File: src/rtl/serial_comparator_ctrl.sv
// Bit-serial magnitude compare controller. It walks two latched operands MSB-first
// through an external one-bit comparator and stops early at the first differing bit.
// Handshake: start is a request that is taken only in IDLE (busy=0). The result flags
// are valid when done pulses and hold until the next accepted start or reset.
module serial_comparator_ctrl #(
    parameter int W = 8
) (
    input  logic         clk,
    input  logic         rst,
    input  logic         start,
    input  logic [W-1:0] a,
    input  logic [W-1:0] b,
    output logic         ca,
    output logic         cb,
    input  logic         cg,
    input  logic         ce,
    input  logic         cl,
    output logic         busy,
    output logic         done,
    output logic         g,
    output logic         e,
    output logic         l,
    output logic         err
);

    localparam int IW = $clog2(W);

    typedef enum logic [1:0] {
        IDLE = 2'd0,
        RUN  = 2'd1,
        DONE = 2'd2
    } state_t;

    state_t        state, state_n;
    logic [W-1:0]  ra, rb, ra_n, rb_n;
    logic [IW-1:0] idx, idx_n;
    logic          g_n, e_n, l_n, err_n;

    always_ff @(posedge clk) begin
        if (rst) begin
            state <= IDLE;
            ra    <= '0;
            rb    <= '0;
            idx   <= '0;
            g     <= 1'b0;
            e     <= 1'b0;
            l     <= 1'b0;
            err   <= 1'b0;
        end else begin
            state <= state_n;
            ra    <= ra_n;
            rb    <= rb_n;
            idx   <= idx_n;
            g     <= g_n;
            e     <= e_n;
            l     <= l_n;
            err   <= err_n;
        end
    end

    always_comb begin
        state_n = state;
        ra_n    = ra;
        rb_n    = rb;
        idx_n   = idx;
        g_n     = g;
        e_n     = e;
        l_n     = l;
        err_n   = err;
        case (state)
            IDLE: begin
                if (start) begin
                    ra_n    = a;
                    rb_n    = b;
                    idx_n   = IW'(W - 1);
                    g_n     = 1'b0;
                    e_n     = 1'b0;
                    l_n     = 1'b0;
                    err_n   = 1'b0;
                    state_n = RUN;
                end
            end
            RUN: begin
                // Flags were cleared on acceptance, so only the winning flag is set here.
                case ({cg, ce, cl})
                    3'b100: begin
                        g_n     = 1'b1;
                        state_n = DONE;
                    end
                    3'b001: begin
                        l_n     = 1'b1;
                        state_n = DONE;
                    end
                    3'b010: begin
                        if (idx == '0) begin
                            e_n     = 1'b1;
                            state_n = DONE;
                        end else begin
                            idx_n = idx - IW'(1);
                        end
                    end
                    default: begin
                        err_n   = 1'b1;
                        state_n = DONE;
                    end
                endcase
            end
            DONE:    state_n = IDLE;
            default: state_n = IDLE;
        endcase
    end

    assign busy = (state == RUN) || (state == DONE);
    assign done = (state == DONE);
    assign ca   = (state == RUN) ? ra[idx] : 1'b0;
    assign cb   = (state == RUN) ? rb[idx] : 1'b0;

endmodule

File: config.mk
export PLATFORM = sky130hd
export DESIGN_NAME = serial_comparator_ctrl
export DESIGN_NICKNAME = d
export VERILOG_FILES = /design/src/rtl/serial_comparator_ctrl.sv
export SDC_FILE = /design/constraint.sdc
export NUM_CORES = 1
export LEC_CHECK = 0
export CAP_MARGIN = 30
export CORE_MARGIN = 3
export CORE_UTILIZATION = 43
export CTS_BUF_LIST = sky130_fd_sc_hd__clkbuf_8
export DETAILED_ROUTE_END_ITERATION = 7
export PLACE_DENSITY = 0.71
export SLEW_MARGIN = 20
export SYNTH_ARGS = -nofsm -noshare
export SYNTH_HDL_FRONTEND = slang
export SYNTH_SLANG_ARGS = --single-unit
File: constraint.sdc
create_clock -name clk -period 1.9 [get_ports clk]
set_input_delay 0.285 -clock clk [delete_from_list [all_inputs] [get_ports clk]]
set_output_delay 0.285 -clock clk [all_outputs]
set_load 0.05 [all_outputs]
==> results_dict.tcl, run 1 <==
set metrics [dict create \
    status "complete, no violations" \
    cp_data_arrival_time_ns 1.56 \
    vias 1062 \
    min_path_cells 2 \
    finalCriticalPeriod_ns 1.84 \
    timing.fmax_ghz 0.542 \
    io_pins 30 \
    synth_warnings 0 \
    grt.total_usage_pct 16.3 \
    grt_max_degree 19 \
    post-route-util_pct 62.0 \
    placed_area_um2 1530 \
    hold-worst-slack_ns 0.457 \
    syn2layout_area_growth_pct 31.3 \
    register_area_um2 504 \
    fin_area_um2 1590 \
    tightest_slew_ns 0.496 \
    pre_cts_ws_ns 0.138 \
    fp.dieArea_um2 3490 \
    drive_above_1_share_pct 12.8 \
    slew_headroom_pct 66.8 \
    syn_inst 142 \
    die_h_um 59.1 \
    cts_sinks 25 \
    grt_pass1_vias 1019 \
    numPortBuffers 29 \
    max-vdd-ir-drop_mv 0.699 \
    path_class "reg2out" \
    worstHoldStart "err" \
    fin_ws_ns 0.0563 \
    root_buffer "clkbuf_8" \
    hpwl_um 1960 \
    finalHoldViolCount 0 \
    end_kind "output pin" \
    post-route-drc-count 0 \
    grt_overflow 0 \
    path_max_fanout 7 \
    via_per_inst 5.26 \
    ys_seq_area_share_pct 41.3 \
    drt_iter0_markers 20 \
    drt_wl_total_um 2520 \
    antenna_left 0 \
    finalSetupViolCount 0 \
    nNetsFinal 201 \
    cts_htree_levels 1 \
    dieWidth_um 59.1 \
    syn_area_um2 1210 \
    r2r_slack_ns 0.31 \
    synthesis.nets 170 \
    cts-buffers-inserted 3 \
    hold_path_class "reg2reg" \
    power.leakage_nw 0.629 \
    synth-seq-cells 25 \
    core_um2 2570 \
    num-fill-cells 244 \
    powerDensity_nw_per_um2 1030 \
    rsz0062_at_grt "yes" \
    worstHoldEndpoint "err" \
    crit_required_ns 1.62 \
    ff2ff_path_depth 6 \
    clock_skew_ns 0.00577 \
    grt_pass1_wl_um 4380 \
    place.gp.congestion 0.791 \
    synth-async-reset-ratio_pct 0 \
    clock_latency_ns 0.27 \
    cts_max_path_buffers 2 \
    maxSlewViolCount 0 \
    power_mw 1.64 \
    synth.distinct_cells 25 \
    multiInputGateArea_um2 648 \
    synth_edf_count 0 \
    start_util_pct 47.2 \
    maxCapViolCount 0 \
    fin_crit_sh_pct 97.0 \
    reg2reg_to "g" \
    antenna_found_initial 0 \
    path_cells "mux4_2 > mux2i_1 > nor2b_1 > buf_6" \
    rows 18 \
    slowest_stage "mux4_2" \
    timing.rr.start "state[0]" \
    first_pass_iters 4 \
    cts_tree "done" \
    diodes 0 \
    synthFlopType "dfxtp_1" \
    cp_slowest_stage_delay_ns 0.51 \
    avgSynthCellArea_um2 8.54 \
    hold_buffers 0 \
    post_drt_wl_per_cell_um 12.5 \
    clk_pin_slew_ns 0.09 \
    start_kind "register" \
]
[registers in the layout, summed over array words and instances, names as in the netlist]
signal,flops
state,2
e,1
g,1
ra,8
err,1
l,1
idx,3
rb,8
[how the worst max path moves through the flow]
stage | startpoint | end | slack, ns | cells after the start
3_5_place_dp | idx[0] | ca | 0.14 | 4
4_1_cts | idx[0] | ca | 0.02 | 4
6_report | idx[0] | cb | 0.06 | 4
3_3_place_gp | idx[0] | cb | 0.17 | 4
2_1_floorplan | state[1] | ca | 0.06 | 4
5_1_grt | idx[0] | cb | -0.02 | 4
[synthesized netlist by cell type, types with 2 or more instances]
cell type	number	area, um2
nand2_1	37	139
dfxtp_1	25	500
a21oi_1	23	115
inv_1	8	30.0
ha_1	6	75.1
clkbuf_1	5	18.8
mux2i_1	5	50.1
mux4_2	4	90.1
nor2_1	4	15.0
nor2b_1	4	25.0
o21ai_0	4	20.0
a31oi_1	3	18.8
buf_2	2	10.0
[cell usage in the layout (no fill, tap or decap), types with 2 or more instances in the layout]
| cell type | synthesis | layout |
|---|---|---|
| clkdlybuf4s50_1 | 0 | 25 |
| ha_1 | 6 | 6 |
| a31oi_1 | 3 | 3 |
| clkbuf_8 | 0 | 3 |
| nand2_1 | 37 | 37 |
| buf_4 | 0 | 7 |
| inv_1 | 8 | 8 |
| a21oi_1 | 23 | 23 |
| nor2_1 | 4 | 4 |
| dfxtp_1 | 25 | 24 |
| buf_6 | 0 | 2 |
| nor2b_1 | 4 | 4 |
| mux2i_1 | 5 | 5 |
| o21ai_0 | 4 | 4 |
| mux4_2 | 4 | 4 |
[stage by stage]
stage | setup TNS [ns] | std cells
6_report | 0 | 202
4_1_cts | 0 | 201
3_5_place_dp | 0 | 197
2_1_floorplan | 0 | 142
5_1_grt | -0.0310 | 202
3_3_place_gp | 0 | 197
[report_power, final]
group / leakage [nW] / internal, mW / switching [mW]
Combinational: 0.398 / 0.286 / 0.357
Clock: 0.0255 / 0.147 / 0.167
Sequential: 0.206 / 0.607 / 0.0757
[critical path: cells and delay by family, from the launching register on]
| kind | cells | cell delay (ns) |
|---|---|---|
| buffers and inverters | 1 | 0.15 |
| multiplexers | 2 | 0.66 |
| flip-flops | 1 | 0.41 |
| AND/OR/NAND/NOR | 1 | 0.07 |
[repair_timing]
action / 4_1_cts / 5_1_grt
buffers inserted: 0 / 1
setup endpoints to repair: 2 / 2
gates resized for setup: 2 / 2
[final cells by class]
| cell class | count | share of cell area [%] |
|---|---|---|
| inverters | 8 | 1.89 |
| flip-flops and latches | 25 | 31.7 |
| clock inverters | 1 | 0.314 |
| well taps | 30 | 2.36 |
| multi-input cells | 101 | 40.7 |
| repair buffers | 34 | 20.4 |
| clock buffers | 3 | 2.59 |
[layer usage]
metal | vias up | share of wire, % | track usage (%)
met2 | 25 | 50 | 30.1
met1 | 495 | 43 | 18.6
li1 | 540 | - | -
met5 | - | 0 | 0
met4 | 0 | 0.48 | 3.88
met3 | 2 | 5.6 | 3.92
[cell families after synthesis]
family                   share of synthesized area [%]
AND/OR/NAND/NOR                                   18.6
XOR/XNOR                                         0.723
multiplexers                                      12.5
flip-flops                                        41.3
AO/OA/AOI/OAI                                     15.5
buffers and inverters                             5.26
adder cells (fa/ha/maj)                           6.19
(Power assumes the default switching activity.)
==> inputs of run 2 (changes only) <==
--- a/config.mk
+++ b/config.mk
@@ -11,7 +11,6 @@
 export CTS_BUF_LIST = sky130_fd_sc_hd__clkbuf_8
 export DETAILED_ROUTE_END_ITERATION = 7
 export PLACE_DENSITY = 0.71
-export SLEW_MARGIN = 20
 export SYNTH_ARGS = -nofsm -noshare
 export SYNTH_HDL_FRONTEND = slang
 export SYNTH_SLANG_ARGS = --single-unit
==> constraint.sdc (replaced) <==
create_clock -name clk -period 1.85 [get_ports clk]
set_input_delay 0.2775 -clock clk [delete_from_list [all_inputs] [get_ports clk]]
set_output_delay 0.2775 -clock clk [all_outputs]
set_load 0.05 [all_outputs]
==> run 2 against run 1 <==
  * Clock skew about the same
  * Sequential power up 2%
  * Sequential share of layout area fell by 0.25 points
  * Clock power grew 6%
  * Utilization increased by 0.49 points
  * Largest power group unchanged
  * Largest cell class unchanged
  * Combinational power up 8.4%
  * Critical path depth unchanged
  * Via count rose by 0.47%
  * Worst hold slack got worse by 0.0087 ns
==> results_dict.tcl, run 2 (synthesized netlist as in run 1, its figures left out) <==
set metrics [dict create \
    first_pass_iters 4 \
    grt_max_degree 17 \
    grt.total_usage_pct 16.8 \
    maxSlewViolCount 0 \
    reg_top3 "ra (8), rb (8), idx (3)" \
    core_um2 2570 \
    power_mw 1.73 \
    post-route-util_pct 62.5 \
    clk_pin_slew_ns 0.09 \
    cts_tree "done" \
    r2r_slack_ns 0.25 \
    syn2layout_area_growth_pct 32.3 \
    finalHoldViolCount 0 \
    hold_path_class "reg2reg" \
    cts-buffers-inserted 3 \
    post-route-drc-count 0 \
    powerDensity_nw_per_um2 1080 \
    min_path_cells 2 \
    finalSetupViolCount 0 \
    stdcell_count 202 \
    timing.rr.start "state[1]" \
    maxCapViolCount 0 \
    busiest_layer "met2" \
    cts_sinks 25 \
    tightest_slew_ns 0.512 \
    final_cell_mix "37 x nand2_1, 25 x clkdlybuf4s50_1, 24 x dfxtp_1" \
    slew_headroom_pct 65.5 \
    cp_data_arrival_time_ns 1.54 \
    crit_start "idx[0]" \
    place.gp.congestion 0.824 \
    crit_required_ns 1.57 \
    grt_overflow 0 \
    num-fill-cells 236 \
    power.leakage_nw 0.633 \
    die_h_um 59.1 \
    worstHoldStart "err" \
    worstHoldEndpoint "err" \
    antenna_left 0 \
    ff2ff_path_depth 6 \
    path_max_fanout 6 \
    hold_buffers 0 \
    grt_pass1_vias 1079 \
    status "complete, no violations" \
    post_drt_wl_per_cell_um 12.9 \
    register_area_um2 504 \
    cts_max_path_buffers 2 \
    reg2reg_to "g" \
    drive_above_1_share_pct 12.8 \
    use_met3_pct 3.27 \
    clock_skew_ns 0.00537 \
    io_pins 30 \
    vias 1067 \
    cts_htree_levels 1 \
    dieWidth_um 59.1 \
    drt_iter0_markers 18 \
    timing.fmax_ghz 0.551 \
    max-vdd-ir-drop_mv 0.712 \
    antenna_found_initial 0 \
    drt_wl_total_um 2610 \
    start_util_pct 47.2 \
    multiInputGateArea_um2 648 \
    start_kind "register" \
    numPortBuffers 29 \
    path_class "reg2out" \
    fin_area_um2 1600 \
    grtUsageMet2_pct 31.7 \
    rsz0062_at_grt "yes" \
    clock_latency_ns 0.27 \
    end_kind "output pin" \
    grtUsageMet1_pct 17.4 \
    place_inst 198 \
    via_per_inst 5.28 \
    fp.dieArea_um2 3490 \
    rows 18 \
    grt_pass1_wl_um 4450 \
    nNetsFinal 201 \
    placed_area_um2 1550 \
    fin_crit_sh_pct 98.2 \
    root_buffer "clkbuf_8" \
    finalCriticalPeriod_ns 1.82 \
    hpwl_um 1990 \
    final_common_cell "nand2_1" \
    diodes 0 \
]
==> run 2: area by class of cell <==
cell class                 instances  area share [%]
clock inverter                     1           0.312
inverter                           8            1.87
multi-input combinational        101            40.4
tap                               30            2.34
clock buffer                       3            2.57
timing repair buffer              34            21.1
sequential                        25            31.4
==> run 2: critical path, cell delays in order, from the launching register on <==
cell and delay [ns]:
dfxtp_4 0.40, mux4_2 0.50, mux2i_1 0.14, nor2b_1 0.07
buf_6 0.15
==> run 2: metrics by stage <==
| step | TNS, ns | hold slack, ns | setup WS, ns |
|---|---|---|---|
| floorplan | 0 | 0.413 | 0.0171 |
| global placement | 0 | 0.436 | 0.167 |
| detailed placement | 0 | 0.436 | 0.129 |
| CTS | 0 | 0.450 | 0.000703 |
| global route | -0.157 | 0.479 | -0.0929 |
| finish | 0 | 0.448 | 0.0342 |
==> run 2: worst max-delay path by stage <==
stage | to | slack, ns | cells past startpoint
floorplan | ca | 0.02 | 4
global placement | ca | 0.17 | 4
detailed placement | idx[2] | 0.13 | 5
CTS | cb | 0.0007 | 4
global route | cb | -0.09 | 4
finish | ca | 0.03 | 4
==> run 2: layer usage <==
metal,vias to the layer above,wire length [um]
li1,536,-
met1,502,1110
met2,24,1310
met3,5,142
met4,0,51
met5,-,0
==> run 2: power breakdown <==
group	switching (mW)	total (mW)	internal (mW)
combinational	0.375	0.697	0.322
sequential	0.0743	0.698	0.624
clock	0.181	0.332	0.151
==> run 2: timing repair <==
action | CTS | global route
endpoints found under the setup margin | 2 | 2
setup buffers | 0 | 0
gates resized for setup | 3 | 1
